## src/rtl/mmio_address_control.sv

```systemverilog
// Memory-mapped I/O decoder: debounced input channels, a sticky change-status
// register and read/write output registers, overlaid on the data-memory port.
module mmio_address_control #(
   parameter logic [31:0] BASE_ADDR = 32'd81928,
   parameter int          N_IN      = 2,
   parameter int          IN_W      = 5,
   parameter int          N_OUT     = 2,
   parameter int          OUT_W     = 8,
   parameter int          DEBOUNCE  = 4
) (
   input  logic                   CLK,
   input  logic                   RST,
   input  logic [31:0]            A,
   input  logic [31:0]            WD,
   input  logic                   WE_IN,
   input  logic [31:0]            RD,
   input  logic [N_IN*IN_W-1:0]   SWITCH,
   output logic                   WE_OUT,
   output logic [31:0]            RD_OUT,
   output logic [N_OUT*OUT_W-1:0] IMAGE,
   output logic                   CHANGE_IRQ
);

   localparam int WIN       = N_IN + 1 + N_OUT;
   localparam int CNT_W     = (DEBOUNCE + 1 > 1) ? $clog2(DEBOUNCE + 1) : 1;
   localparam logic [CNT_W-1:0] CNT_LAST = CNT_W'(DEBOUNCE - 1);
   localparam logic [32:0] WIN_END = {1'b0, BASE_ADDR} + 33'(WIN);

   // The window must not wrap past the top of the 32-bit address space.
   if (WIN_END > 33'h1_0000_0000) begin : g_bad_window
      $fatal(1, "mmio_address_control: window crosses 2^32");
   end
   if (N_IN < 1 || N_IN > 8 || N_OUT < 1 || N_OUT > 8 || IN_W < 1 || IN_W > 32 ||
       OUT_W < 1 || OUT_W > 32 || DEBOUNCE < 1) begin : g_bad_params
      $fatal(1, "mmio_address_control: parameter out of range");
   end

   logic [IN_W-1:0]  sync1   [N_IN];
   logic [IN_W-1:0]  sync2   [N_IN];
   logic [IN_W-1:0]  stable  [N_IN];
   logic [CNT_W-1:0] cnt     [N_IN];
   logic [N_IN-1:0]  status;
   logic [OUT_W-1:0] out_reg [N_OUT];

   logic        hit;
   logic [31:0] offset;
   logic [31:0] mmio_read;
   logic        wr_hit;
   logic        unused_wd;

   assign hit       = ({1'b0, A} >= {1'b0, BASE_ADDR}) && ({1'b0, A} < WIN_END);
   assign offset    = A - BASE_ADDR;
   assign wr_hit    = WE_IN && hit;
   assign unused_wd = ^WD;

   assign WE_OUT     = WE_IN && !hit;
   assign RD_OUT     = hit ? mmio_read : RD;
   assign CHANGE_IRQ = |status;

   for (genvar j = 0; j < N_OUT; j++) begin : g_image
      assign IMAGE[j*OUT_W +: OUT_W] = out_reg[j];
   end

   always_comb begin
      mmio_read = 32'd0;
      for (int i = 0; i < N_IN; i++) begin
         if (offset == 32'(i)) mmio_read = 32'(stable[i]);
      end
      if (offset == 32'(N_IN)) mmio_read = 32'(status);
      for (int j = 0; j < N_OUT; j++) begin
         if (offset == 32'(N_IN + 1 + j)) mmio_read = 32'(out_reg[j]);
      end
   end

   // The debounce set is applied after the write-1-to-clear so that a
   // coincident set always wins.
   always_ff @(posedge CLK) begin
      if (RST) begin
         status <= '0;
         for (int i = 0; i < N_IN; i++) begin
            sync1[i]  <= '0;
            sync2[i]  <= '0;
            stable[i] <= '0;
            cnt[i]    <= '0;
         end
         for (int j = 0; j < N_OUT; j++) begin
            out_reg[j] <= '0;
         end
      end else begin
         if (wr_hit && offset == 32'(N_IN)) begin
            status <= status & ~WD[N_IN-1:0];
         end
         for (int i = 0; i < N_IN; i++) begin
            sync1[i] <= SWITCH[i*IN_W +: IN_W];
            sync2[i] <= sync1[i];
            if (sync2[i] == stable[i]) begin
               cnt[i] <= '0;
            end else if (cnt[i] == CNT_LAST) begin
               stable[i] <= sync2[i];
               cnt[i]    <= '0;
               status[i] <= 1'b1;
            end else begin
               cnt[i] <= cnt[i] + 1'b1;
            end
         end
         for (int j = 0; j < N_OUT; j++) begin
            if (wr_hit && offset == 32'(N_IN + 1 + j)) begin
               out_reg[j] <= WD[OUT_W-1:0];
            end
         end
      end
   end

endmodule

```

## config.mk

```make
export PLATFORM = sky130hd
export DESIGN_NAME = mmio_address_control
export DESIGN_NICKNAME = d
export VERILOG_FILES = /design/src/rtl/mmio_address_control.sv
export SDC_FILE = /design/constraint.sdc
export NUM_CORES = 1
export LEC_CHECK = 0
export CAP_MARGIN = 20
export CORE_UTILIZATION = 38
export DETAILED_ROUTE_END_ITERATION = 16
export PLACE_DENSITY_LB_ADDON = 0.1
export SLEW_MARGIN = 20
export SYNTH_ARGS = -nofsm -noshare
export SYNTH_HDL_FRONTEND = slang
export SYNTH_SLANG_ARGS = --single-unit
```

## constraint.sdc

```tcl
create_clock -name CLK -period 2.6 [get_ports CLK]
set_clock_uncertainty 0.05 [all_clocks]
set_input_delay 0.52 -clock CLK [delete_from_list [all_inputs] [get_ports CLK]]
set_output_delay 0.52 -clock CLK [all_outputs]
set_load 0.02 [all_outputs]
```

Yosys cells after proc, flatten, opt, wreduce, memory -nomap -nowiden
Memories as Yosys holds them, arrays and structs flattened.
Cells that the tools add are included.
{ "op_classes": {"add_sub_neg": 3, "order_cmp": 2, "n_eq_ne": 8, "n_mux": 56, "bitwise_logic": 16, "reduce_logical": 9} }
{ "ops": {"columns": ["cell", "count"], "rows": [
  ["$mux W32", 5],
  ["$eq A32 B2 Y1 const B", 2],
  ["$mux W1", 35],
  ["$mux W5", 7],
  ["$eq A32 B1 Y1 const B", 1],
  ["$eq A32 B3 Y1 const B", 1],
  ["$ge A32 B17 Y1 const B", 1],
  ["$logic_not A32 Y1", 1],
  ["$lt A32 B17 Y1 const B", 1],
  ["$sub A32 B17 Y32 const B", 1],
  ["$mux W3", 6],
  ["$mux W8", 2],
  ["$or A1 B1 Y1", 14],
  ["$eq A5 B5 Y1", 2],
  ["$add A3 B1 Y3 const B", 2],
  ["$eq A3 B2 Y1 const B", 2],
  ["$logic_and A1 B1 Y1", 6],
  ["$and A2 B2 Y2", 1],
  ["$mux W2", 1],
  ["$not A2 Y2", 1],
  ["$reduce_or A2 Y1", 1],
  ["$logic_not A1 Y1", 1]
]} }
{ "word_totals": {"regBits": 2, "ramBits": 52, "inputBits": 109, "output_inout_bits": 50, "word_cells": 100, "n_memories": 5} }
{ "memory_table": {"columns": ["memory", "depth", "word_bits", "read_ports", "rd_clocked_by_memory_dff", "wr", "line", "text"], "rows": [
  ["out_reg", 2, 8, 2, 0, 2, "43", "logic [OUT_W-1:0] out_reg [N_OUT];"],
  ["stable", 2, 5, 2, 0, 2, "40", "logic [IN_W-1:0] stable [N_IN];"],
  ["sync1", 2, 5, 2, 0, 2, "38", "logic [IN_W-1:0] sync1 [N_IN];"],
  ["sync2", 2, 5, 2, 0, 2, "39", "logic [IN_W-1:0] sync2 [N_IN];"],
  ["cnt", 2, 3, 2, 0, 2, "41", "logic [CNT_W-1:0] cnt [N_IN];"]
]} }

Depth between registers and ports, before layout
{ "depth": {"ltp_word": 8, "depth_mapped": 8, "depth_no_buf": 8} }

Worst setup path after synthesis
OpenSTA, ideal clock, no wires.
{ "synth_timing": {"path_kind": "input port to output port", "startpoint": "input A[22]", "endpoint": "output RD_OUT[0]", "arrival_time_ns": 2.100, "required_ns": 2.030, "path_slack_ns": -0.070, "stages": 5, "n_path_buf": 0, "cell_sequence": "or3_1 > nor3_2 > nand2_1 > nand4bb_1 > o21ai_0"} }
{ "synth_via": {"elab_chain_cells": 8, "elab_cells_between_ends": 15} }
{ "synth_rtl": {"columns": ["item", "line", "text"], "rows": [
  ["start, declared", "13", "input logic [31:0] A,"],
  ["$sub A32 B17 Y32", "52", "assign offset = A - BASE_ADDR;"],
  ["$logic_not A32 Y1", "67", "if (offset == 32'(i)) mmio_read = 32'(stable[i]);"],
  ["$mux W5", "67", null],
  ["$mux W32", "67", null],
  ["$mux W32", "69", "if (offset == 32'(N_IN)) mmio_read = 32'(status);"],
  ["$mux W32 (2 in series)", "71", "if (offset == 32'(N_IN + 1 + j)) mmio_read = 32'(out_reg[j]);"],
  ["$mux W32 *", "57", "assign RD_OUT = hit ? mmio_read : RD;"],
  ["end, declared", "19", "output logic [31:0] RD_OUT,"]
]} }
Every way passes the cells marked *; elsewhere a longest branch is shown, timed or not.

Final worst setup path
{ "layout_timing": {"startpoint": "input A[27]", "endpoint": "output RD_OUT[3]"} }
Same word-level chain as after synthesis.

==> impl_metrics.tcl <==
set metrics [dict create \
    worstRegToRegCells 6 \
    max_freq_ghz 0.3818 \
    path_cells "clkdlybuf4s15_1 -> or3_1 -> nor3_2 -> nand2_2 -> nand4bb_1 -> buf_6 -> o21ai_2 -> buf_6" \
    synth_cell_types 44 \
    most-common-layout-cells "clkdlybuf4s50_1, and2_1, buf_4" \
    clock-root-buffer "clkbuf_8" \
    fin_crit_sh_pct 100.7 \
    grt_pass1_vias 2447 \
    drive_above_1_share_pct 28.77 \
    overflow 0 \
    io_buffer_count 134 \
    drtAntennaViolNets 0 \
    rows 30 \
    drc 0 \
    drt_iter0_drc 52 \
    vdd_drop_max_mv 0.4612 \
    io_pins 159 \
    syn-instance-count 260 \
    crit_required_ns 2.03 \
    dp_hpwl_mm 6.234 \
    numCtsBuffers 5 \
    antenna_found_initial 0 \
    start_util_pct 39.98 \
    vias 2512 \
    critPathKind "input port to primary output" \
    syn-cell-area_um2 2761 \
    start_kind "input port" \
    timing.rr.end "stable[0][3]$_SDFFCE_PN0P_" \
    p_total_mw 1.890 \
    hold_violations 0 \
    areaGrowthSynthToFinish_pct 68.28 \
    yosysSeqAreaShare_pct 50.75 \
    status "finished, violations left" \
    layout_commonest_cell "clkdlybuf4s50_1" \
    end_kind "primary output" \
    tritoncts "built" \
    die_h_um 87.25 \
    cpMostUsedCell "buf_6" \
    hold_class "flop to flop" \
    largest_reg_flops 16 \
    setup_viol 3 \
    p_leak_nw 1.910 \
    crit_arrival_ns 2.05 \
    postSynthAreaPerCell_um2 10.62 \
    violations "setup timing" \
    die_w_um 87.25 \
    yosysWarnings 0 \
    grt_max_degree 34 \
    setup_slack_ns -0.01935 \
    setup_tns_ns -0.03438 \
    critPathMaxStageDelay_ns 0.32 \
    critPathMaxFanout 8 \
    finalMaxSlewViolations 0 \
    grt_pass1_wl_mm 11.64 \
    clk_latency_ns 0.31 \
    drt-total-wl_mm 7.815 \
    synth-seq-cells 54 \
    cts.path.max_buffers 2 \
    wl_per_cell_um 14.63 \
    period_minus_slack_ns 2.619 \
    rsz0062_at_grt "yes" \
    setup.worst_path.end "RD_OUT[3]" \
    first_pass_iters 4 \
    finalNetCount 551 \
    track_usage_pct 20.16 \
    reg2reg_from "stable[0][7]$_SDFFCE_PN0P_" \
    gp_congestion 0.8196 \
    critPathSlowestCell "or3_1" \
    design.core.area_um2 6907 \
    antennaDiodeCount 0 \
    h-tree-depth 2 \
    worstSetupStartpoint "A[27]" \
    dieArea_um2 7612 \
    clk_pin_slew_ns 0.09 \
    viasPerCell 4.704 \
    cts.sink_count 54 \
    cap_viol_max_count 0 \
    power_density_nw_per_um2 406.7 \
    r2r_slack_ns 0.46 \
    cts_hold_buf 0 \
]
==> per-stage QoR <==
| step | setup WS, ns | hold slack (ns) | utilization, % | instances | instance area [um2] |
|---|---|---|---|---|---|
| after floorplan | -0.07044 | 0.3638 | - | 265 | 2780 |
| after global placement | -0.8455 | 0.3672 | 64.44 | 518 | 4451 |
| after detailed placement | -0.9423 | 0.3781 | 64.44 | 518 | 4451 |
| after CTS | -0.06315 | 0.4005 | 66.90 | 530 | 4621 |
| after global routing | -0.07982 | 0.4169 | 67.28 | 534 | 4647 |
| final | -0.01935 | 0.3942 | 67.28 | 534 | 4647 |
==> where the power goes <==
part | switching (mW) | internal (mW)
Sequential | 0.0235 | 0.953
Combinational | 0.204 | 0.258
Clock | 0.260 | 0.192
Total | 0.487 | 1.40
==> Yosys cell counts, drive strengths merged <==
cell type	number	area, um2
and2	44	275.3
mux2i	4	40.04
clkbuf	8	30.03
nand2	14	52.55
mux4	2	45.04
nor2	22	82.58
a41oi	1	8.760
nor2b	22	137.6
ha	5	62.56
a21oi	7	35.03
o31ai	6	45.04
mux2	1	11.26
conb	1	3.750
a21o	3	22.52
or2	1	6.260
nand4b	3	41.29
a31oi	5	31.28
nand3	3	15.01
nor4	5	61.31
and3	1	11.26
o21ai	10	50.04
o21bai	1	7.510
a22oi	3	22.52
nor3	3	20.02
o2111ai	1	15.01
and4b	1	10.01
a31o	1	17.52
xnor2	6	52.55
inv	6	22.52
edfxtp	32	960.9
nand4bb	1	11.26
nor4b	1	15.01
xor2	5	43.79
buf	2	8.750
dfxtp	22	440.4
or3	1	6.260
nor3b	1	7.510
nand4	2	12.51
nand2b	3	18.77
==> layer usage <==
layer  vias to the layer above  wire (um)  GRT usage (%)
met5                         -          0              0
met4                         0         75          5.812
met3                         5        591          4.455
met2                        82       3947          36.65
met1                      1169       3201          23.73
li1                       1256          -              -
==> area by class of cell <==
class | count | area (um2)
multi-input combinational | 195 | 1421
clock buffer | 6 | 72.57
inverter | 6 | 22.52
sequential | 54 | 1401
clock inverter | 2 | 13.76
tap | 96 | 120.1
fill | 560 | 2260
timing repair buffer | 175 | 1595
==> worst min path at each step <==
stage	slack [ns]	endpoint	depth (start not counted)	startpoint
floorplan	0.36	sync2[0][0]$_SDFF_PP0_	1	sync1[0][0]$_SDFF_PP0_
global placement	0.37	sync2[0][7]$_SDFF_PP0_	1	sync1[0][7]$_SDFF_PP0_
detailed placement	0.38	sync2[0][7]$_SDFF_PP0_	1	sync1[0][7]$_SDFF_PP0_
CTS	0.40	sync2[0][7]$_SDFF_PP0_	1	sync1[0][7]$_SDFF_PP0_
global route	0.42	sync2[0][6]$_SDFF_PP0_	1	sync1[0][6]$_SDFF_PP0_
finish	0.39	sync2[0][7]$_SDFF_PP0_	1	sync1[0][7]$_SDFF_PP0_
==> cell families (layout without fill, tap and decap cells) <==
kind of cell | count (synthesis) | after routing | share of synthesized area (%)
AOI/OAI and AO/OA | 38 | 38 | 9.243
and+or+nand+nor | 128 | 128 | 28.41
muxes | 7 | 7 | 3.489
DFF | 54 | 54 | 50.75
adders and majority gates | 5 | 5 | 2.266
other | 1 | 6 | 0.1358
xor gates and xnor gates | 11 | 11 | 3.489
buffers and inverters | 16 | 189 | 2.220
==> timing repair <==
item,in CTS,in global routing
setup endpoints to repair,65,30
resized for setup,218,23
pin swaps,23,13
setup buffers,4,4
==> critical path, delay by kind of cell <==
| family | cells | cell delay, ns |
|---|---|---|
| compound gates | 1 | 0.15 |
| buf+inv | 3 | 0.47 |
| simple gates | 4 | 0.90 |
Note: power is estimated with default switching activity, not from simulation.
